==> config.mk <==
export PLATFORM = sky130hd
export DESIGN_NAME = uart_rx_ovs
export DESIGN_NICKNAME = d
export VERILOG_FILES = /design/src/rtl/uart_rx_ovs.sv
export SDC_FILE = /design/constraint.sdc
export NUM_CORES = 1
export LEC_CHECK = 0
export CORE_UTILIZATION = 59
export CTS_CLUSTER_SIZE = 10
export DETAILED_ROUTE_END_ITERATION = 10
export PLACE_DENSITY = 0.82
export SYNTH_ARGS = -nofsm -noshare
export SYNTH_HDL_FRONTEND = slang
export SYNTH_SLANG_ARGS = --single-unit
==> constraint.sdc <==
create_clock -name clk -period 4 [get_ports clk]
set_clock_uncertainty 0.1 [all_clocks]
set_input_delay 1.2 -clock clk [delete_from_list [all_inputs] [get_ports clk]]
set_output_delay 1.2 -clock clk [all_outputs]
set_load 0.005 [all_outputs]
==> src/rtl/uart_rx_ovs.sv <==
// Oversampling UART receiver: 2-FF synchronised input, 3-sample majority vote at mid-bit,
// configurable data width / parity / stop bits, frame delivered on a valid/ready port.
//
// state | meaning
// IDLE  | line idle, waiting for a synced 1->0 edge
// START | start bit; a high vote rejects the edge as a glitch
// DATA  | shifting data bits in, LSB first
// PAR   | capturing the parity bit
// STOP  | checking stop bits; leaves at the decision point of the last one
module uart_rx_ovs #(
    parameter int CLKS_PER_BIT = 16,
    parameter int DATA_BITS    = 8,
    parameter int PARITY       = 0,
    parameter int STOP_BITS    = 1
) (
    input  logic                 clk,
    input  logic                 rst,
    input  logic                 rx,
    output logic [DATA_BITS-1:0] rx_data,
    output logic                 rx_valid,
    input  logic                 rx_ready,
    output logic                 parity_err,
    output logic                 frame_err,
    output logic                 overrun,
    output logic                 busy
);

    localparam int CW = $clog2(CLKS_PER_BIT);
    localparam int BW = $clog2(DATA_BITS);
    localparam int H  = CLKS_PER_BIT / 2;
    localparam logic [CW-1:0] CNT_SA   = CW'(H - 1);
    localparam logic [CW-1:0] CNT_SB   = CW'(H);
    localparam logic [CW-1:0] CNT_DEC  = CW'(H + 1);
    localparam logic [CW-1:0] CNT_LAST = CW'(CLKS_PER_BIT - 1);
    localparam logic [BW-1:0] BIT_LAST = BW'(DATA_BITS - 1);
    localparam logic          STOP_LAST = 1'(STOP_BITS - 1);

    typedef enum logic [2:0] {IDLE, START, DATA, PAR, STOP} state_t;

    state_t                 state, state_nx;
    logic                   rx_s1, rx_s2, rx_prev, fall_q;
    logic [CW-1:0]          cnt;
    logic [BW-1:0]          bit_idx;
    logic                   stop_idx;
    logic                   samp_a, samp_b;
    logic [DATA_BITS-1:0]   shreg;
    logic                   par_bit;
    logic                   stop_bad;
    logic                   vote, at_dec, at_end, done;
    logic                   par_x, perr_nx, ferr_nx;

    assign vote    = (samp_a & samp_b) | (samp_a & rx_s2) | (samp_b & rx_s2);
    assign at_dec  = (cnt == CNT_DEC);
    assign at_end  = (cnt == CNT_LAST);
    assign par_x   = (^shreg) ^ par_bit;
    assign perr_nx = (PARITY == 1) ? ~par_x : (PARITY == 2) ? par_x : 1'b0;
    // The last stop bit's vote is not registered yet when the frame completes.
    assign ferr_nx = stop_bad | ~vote;
    assign busy    = (state != IDLE);

    always_ff @(posedge clk or posedge rst) begin
        if (rst) state <= IDLE;
        else     state <= state_nx;
    end

    always_comb begin
        state_nx = state;
        done     = 1'b0;
        case (state)
            IDLE:  if (fall_q) state_nx = START;
            START: begin
                if (at_dec && vote) state_nx = IDLE;
                else if (at_end)    state_nx = DATA;
            end
            DATA:  if (at_end && bit_idx == BIT_LAST) state_nx = (PARITY != 0) ? PAR : STOP;
            PAR:   if (at_end) state_nx = STOP;
            STOP:  begin
                if (at_dec && stop_idx == STOP_LAST) begin
                    state_nx = IDLE;
                    done     = 1'b1;
                end
            end
            default: state_nx = IDLE;
        endcase
    end

    always_ff @(posedge clk or posedge rst) begin
        if (rst) begin
            rx_s1    <= 1'b1;
            rx_s2    <= 1'b1;
            rx_prev  <= 1'b1;
            fall_q   <= 1'b0;
            cnt      <= '0;
            bit_idx  <= '0;
            stop_idx <= 1'b0;
            samp_a   <= 1'b1;
            samp_b   <= 1'b1;
            shreg    <= '0;
            par_bit  <= 1'b0;
            stop_bad <= 1'b0;
        end else begin
            rx_s1   <= rx;
            rx_s2   <= rx_s1;
            rx_prev <= rx_s2;
            fall_q  <= rx_prev & ~rx_s2;
            // cnt holds 0 through IDLE so the first START cycle sees 0.
            if (state == IDLE || state_nx == IDLE) cnt <= '0;
            else if (at_end)                       cnt <= '0;
            else                                   cnt <= cnt + 1'b1;
            if (cnt == CNT_SA) samp_a <= rx_s2;
            if (cnt == CNT_SB) samp_b <= rx_s2;
            if (state == IDLE) begin
                bit_idx  <= '0;
                stop_idx <= 1'b0;
                stop_bad <= 1'b0;
            end
            if (state == DATA && at_dec) shreg <= {vote, shreg[DATA_BITS-1:1]};
            if (state == DATA && at_end) bit_idx <= bit_idx + 1'b1;
            if (state == PAR && at_dec) par_bit <= vote;
            if (state == STOP && at_dec) stop_bad <= stop_bad | ~vote;
            if (state == STOP && at_end) stop_idx <= stop_idx + 1'b1;
        end
    end

    always_ff @(posedge clk or posedge rst) begin
        if (rst) begin
            rx_data    <= '0;
            rx_valid   <= 1'b0;
            parity_err <= 1'b0;
            frame_err  <= 1'b0;
            overrun    <= 1'b0;
        end else begin
            overrun <= 1'b0;
            if (done) begin
                if (!rx_valid || rx_ready) begin
                    rx_data    <= shreg;
                    parity_err <= perr_nx;
                    frame_err  <= ferr_nx;
                    rx_valid   <= 1'b1;
                end else begin
                    overrun <= 1'b1;
                end
            end else if (rx_valid && rx_ready) begin
                rx_valid <= 1'b0;
            end
        end
    end

endmodule

==> results of run 1 <==
[power by group]
group / switching, mW / total, mW / internal (mW)
combinational: 0.0981 / 0.186 / 0.0883
clock: 0.116 / 0.265 / 0.149
sequential: 0.0609 / 0.479 / 0.418
total: 0.275 / 0.931 / 0.656
[path summary, 6_finish.rpt]
path	startpoint	end	slack (ps)	cells past startpoint
min in group asynchronous	rst	fall_q$_DFF_PP0_	1050	2
max	state[1]$_DFF_PP0_	busy	990	2
max in group asynchronous	rst	bit_idx[1]$_DFFE_PP0P_	2080	3
min	rx_s1$_DFF_PP1_	rx_s2$_DFF_PP1_	260	0
min reg2reg	rx_s1$_DFF_PP1_	rx_s2$_DFF_PP1_	260	0
max reg2reg	state[1]$_DFF_PP0_	rx_data[1]$_DFFE_PP0P_	1600	4
[cell families after synthesis]
logic type / count (synthesis)
flip-flops: 37
buffers and inverters: 11
XOR/XNOR: 1
AND/OR/NAND/NOR: 37
adder cells (fa/ha/maj): 6
other: 1
multiplexers: 20
AO/OA/AOI/OAI: 23
[metal layers]
metal / wire [um] / vias up
met2: 1280 / 31
met5: 0 / -
li1: - / 508
met4: 51 / 0
met1: 1240 / 525
met3: 137 / 7
[worst reg2reg max path, cell delays in order, from the launching register on]
cell and delay (ps):
dfrtp_1 530, or3b_1 460, or3_4 410, nor2b_2 410, mux2_2 400
[placed cells by master, fill, tap and decap left out, drive strengths merged, types with 3 or more instances in the layout]
master / n
nor2b: 3
clkdlybuf4s50: 15
and3: 3
dfrtp: 32
o21ai: 4
inv: 5
nand2: 6
nor2: 7
clkbuf: 7
a21oi: 7
mux2: 19
nand3: 4
dfstp: 5
or2: 3
ha: 5
a22o: 4
[layout make-up]
| cell class | count | area, um^2 |
|---|---|---|
| timing repair buffer | 16 | 158 |
| clock buffer | 7 | 55.1 |
| clock inverter | 1 | 30.0 |
| sequential | 37 | 932 |
| tap | 30 | 37.5 |
| inverter | 5 | 18.8 |
| fill | 190 | 668 |
| multi-input combinational | 88 | 668 |
[metrics by stage]
stage	instance area (um^2)	utilization, %	worst slack, ps	hold WS (ps)	instances
floorplan	1660	-	1790	245	136
global placement	1810	70.7	1200	248	176
detailed placement	1810	70.7	1140	249	176
CTS	1900	74.0	977	266	184
global route	1900	74.0	915	270	184
finish	1900	74.0	990	264	184
[registers in the layout (all words and copies together), names as in the netlist, 3 cells and up]
name and flops:
bit_idx 3, rx_data 8, shreg 8, state 3, cnt 4
==> flow_summary.json, run 1 <==
{
  "main_combinational_cell_family_by_area_after_synthesis": "multiplexers",
  "cell_area_synth_mm2": 0.00166,
  "finalSetupViolations": 0,
  "drt-total-wl_um": 2710,
  "fin_total_pwr_mw": 0.931,
  "worst_setup_hold_path_clk_slew_ps": 100,
  "portBuffers": 15,
  "clock-root-buffer": "clkbuf_4",
  "synthDominantAreaCellType": "dfrtp_1",
  "syn_to_final_growth_pct": 14.7,
  "synth-async-reset-ratio_pct": 100,
  "route.detailed.drc": 0,
  "clock_latency_ps": 340,
  "postRouteAntennaNets": 0,
  "grt_most_used_layer": "met2",
  "timing.max_cap.violations": 0,
  "crit_slowest_cell": "dfrtp_1",
  "routed-via-count": 1071,
  "post_synth_num_cell_types": 36,
  "synth_seq_cells": 37,
  "drt_pre_antenna_iters": 4,
  "final.period_utilization_pct": 75.2,
  "wire_per_inst_um": 14.7,
  "report.final.hold_viol_count": 0,
  "synth-compound-area-share_pct": 8.99,
  "synth_nets": 145,
  "timing.critical_path.to_type": "primary output",
  "cts-buffers-inserted": 5,
  "peakVddDrop_uv": 525,
  "quantity_of_hold_fixing_buffers_added_after_cts": 0,
  "viasPerCell": 5.82,
  "maxSlewViolCount": 0,
  "run_status": "complete, no violations",
  "worst-setup-path-type": "reg -> out",
  "synthCells": 136,
  "grt.overflow.total": 0,
  "cp_required_ps": 2700,
  "post_cts_buffers": 0,
  "fin_setup_tns_ps": 0,
  "clk_path_buf_depth": 2,
  "post_cts_resize_count": 0,
  "critical-path-top-delay-family": "flip-flops",
  "worstPathMaxFanout": 13,
  "path_cells": "or3_1 > clkdlybuf4s50_1",
  "yosys.area_share.simple_pct": 12.7,
  "yosysMostFrequentCell": "dfrtp_1",
  "detail_route.iter0.violations": 22,
  "muxShareOfSynthArea_pct": 13.5,
  "cp_data_arrival_time_ps": 1710,
  "yosys-top-cells-count": "32 x dfrtp_1, 19 x mux2_2, 7 x a21oi_1, 7 x nor2_1, 6 x nand2_1",
  "groute.layer.met1.usage_pct": 27.4,
  "max_stage_delay_ps": 530,
  "die_h_um": 55.0,
  "worst_hold_path_type": "reg -> reg",
  "gp_routability_congestion": 0.882,
  "grt_antenna_before_repair": 0,
  "floorplan.initialDensity_pct": 64.5,
  "floorplan.core_area_mm2": 0.00257,
  "final_layout_size_suffix_gt1_share_pct": 24.0,
  "grt_first_pass_wirelength_um": 4520,
  "place_hpwl_um": 1930,
  "post_synth_edffs": 0,
  "die_area_mm2": 0.00302,
  "timing.critical_path.from_type": "register",
  "yosys.area_share.adder_pct": 4.38,
  "htree_num_levels": 2,
  "clock_sinks": 37,
  "power.static_leakage_nw": 0.917,
  "first_global_vias": 1041,
  "synth_top_cells_by_area": "dfrtp_1 48%, mux2_2 13%, dfstp_2 7.9%, ha_1 3.8%, a21oi_1 2.1%",
  "global_route.usage.met2_pct": 33.9,
  "yosys.area_share.xor_xnor_pct": 0.529,
  "placementRows": 18,
  "yosysSeqAreaShare_pct": 56.3,
  "tritoncts": "built",
  "warnings_synthesis": 0,
  "grtUsageMet3_pct": 6.83,
  "synth_top_cell_area_share_pct": 48.3,
  "synthFlopType": "dfrtp_1",
  "max_freq_mhz": 332,
  "finalWorstPathRequiredPeriod_ps": 3010,
  "rsz0062_at_grt": "false",
  "worstPathBufferInverterCount": 1,
  "syn_area_per_cell_um2": 12.2,
  "io_pins": 17,
  "grt_start_max_net_pins": 28,
  "diode_insertion_count_for_antenna_repair": 0,
  "powerDensity_mw_per_mm2": 490,
  "gr-usage-all-layers_pct": 21.8,
  "final_nets": 162,
  "fp.dieW_um": 55.0
}
(Power assumes the default switching activity.)
==> run 2: changes to the inputs <==
Settings changed: CORE_UTILIZATION 59 to 55, PLACE_DENSITY 0.82 to 0.78.
Clock period 4 ns to 2.97 ns, I/O delays scaled along.
==> flow_summary.json, run 2 (same netlist as run 1, synthesis figures left out) <==
{
  "clk_path_buf_depth": 2,
  "final_layout_size_suffix_gt1_share_pct": 24.7,
  "path_cells": "or3_1 > clkdlybuf4s50_1",
  "quantity_of_hold_fixing_buffers_added_after_cts": 0,
  "run_status": "complete, but fails checks",
  "fillerInstances": 232,
  "cp_required_ps": 1980,
  "timing.critical_path.to_type": "primary output",
  "die_h_um": 56.9,
  "fin_total_pwr_mw": 1.32,
  "drt-total-wl_um": 2670,
  "placementRows": 19,
  "worstPathBufferInverterCount": 1,
  "fin_setup_tns_ps": 0,
  "p_clk_share_pct": 32.4,
  "internal_power_mw": 0.944,
  "timing.critical_path.from_type": "register",
  "rsz0062_at_grt": "false",
  "die_area_mm2": 0.00324,
  "report.final.hold_viol_count": 0,
  "cts-buffers-inserted": 5,
  "final_nets": 162,
  "share_comb_of_total_power_pct": 18.9,
  "timing.max_cap.violations": 0,
  "netSwitchingFraction_pct": 28.5,
  "switching_power_mw": 0.377,
  "powerDensity_mw_per_mm2": 689,
  "grt_start_max_net_pins": 38,
  "max_stage_delay_ps": 540,
  "critical-path-top-delay-family": "flip-flops",
  "syn_to_final_growth_pct": 15.8,
  "clock-root-buffer": "clkbuf_4",
  "place_hpwl_um": 1860,
  "worst_hold_path_type": "reg -> reg",
  "finalSetupViolations": 0,
  "grt_first_pass_wirelength_um": 4690,
  "post_cts_buffers": 0,
  "grt_antenna_before_repair": 0,
  "reg_top3": "rx_data x8, shreg x8, cnt x4",
  "fp.dieW_um": 56.9,
  "failed_checks": "DRC",
  "gr-usage-all-layers_pct": 19.4,
  "power.static_leakage_nw": 0.927,
  "viasPerCell": 5.66,
  "final_common_cell": "dfrtp_1",
  "io_pins": 17,
  "clock_sinks": 37,
  "peakVddDrop_uv": 463,
  "floorplan.initialDensity_pct": 59.1,
  "top_library_cells_by_usage_in_the_layout_fill_and_taps_aside": "32 x dfrtp_1, 19 x mux2_2, 15 x clkdlybuf4s50_1",
  "postRouteAntennaNets": 0,
  "first_global_vias": 1080,
  "route.detailed.drc": 2,
  "final.period_utilization_pct": 91.6,
  "worst_setup_hold_path_clk_slew_ps": 110,
  "routed-via-count": 1048,
  "gp_routability_congestion": 0.759,
  "crit_slowest_cell": "dfrtp_1",
  "seq_area_um2": 932,
  "grt.overflow.total": 0,
  "portBuffers": 15,
  "finalWorstPathRequiredPeriod_ps": 2720,
  "drt_pre_antenna_iters": 9,
  "cp_data_arrival_time_ps": 1730,
  "maxSlewViolCount": 0,
  "worst-setup-path-type": "reg -> out",
  "max_freq_mhz": 367,
  "wire_per_inst_um": 14.4,
  "multi_input_gate_area_um2": 668,
  "worstPathMaxFanout": 13,
  "detail_route.iter0.violations": 28,
  "floorplan.core_area_mm2": 0.00281,
  "post_cts_resize_count": 0,
  "tritoncts": "built",
  "reg_power_share_pct": 48.7,
  "diode_insertion_count_for_antenna_repair": 0,
  "htree_num_levels": 2,
  "clock_latency_ps": 350
}
==> run 2: metrics by stage <==
step,area (um^2),hold slack [ps],utilization (%),std cells,setup WS (ps)
after global routing,1920,270,68.4,185,181
final,1920,261,68.4,185,249
after detailed placement,1820,247,64.7,177,452
after floorplan,1660,245,-,136,894
after global placement,1820,246,64.7,177,477
after CTS,1920,262,68.4,185,237
==> run 2: final timing paths <==
kind                               startpoint  slack (ps)                      to  depth (start not counted)
min reg2reg                   rx_s1$_DFF_PP1_         260         rx_s2$_DFF_PP1_                          0
min in group asynchronous                 rst         860      state[2]$_DFF_PP0_                          3
max in group asynchronous                 rst        1570         rx_s1$_DFF_PP1_                          3
min                           rx_s1$_DFF_PP1_         260         rx_s2$_DFF_PP1_                          0
max reg2reg                state[1]$_DFF_PP0_         570  rx_data[0]$_DFFE_PP0P_                          4
max                        state[1]$_DFF_PP0_         250                    busy                          2
==> run 2: metal layers <==
metal,up-vias,GRT usage [%],part of all wire [%]
met4,0,10.5,1.9
met2,22,32.1,51
met3,5,5.07,4.0
met1,516,23.0,43
met5,-,0,0
li1,505,-,-
==> run 2: layout make-up <==
type / instances / share of cell area (%)
multi-input combinational: 88 / 34.8
inverter: 5 / 0.978
tap: 31 / 2.02
clock inverter: 3 / 3.39
sequential: 37 / 48.6
clock buffer: 5 / 1.96
timing repair buffer: 16 / 8.22
==> run 2: power by group through the flow <==
stage          combinational (mW)  clock (mW)  sequential [mW]
2_1_floorplan               0.242           0            0.598
5_1_grt                     0.287       0.458            0.654
3_3_place_gp                0.239           0            0.648
4_1_cts                     0.254       0.437            0.642
6_report                    0.249       0.428            0.644
3_5_place_dp                0.248           0            0.649
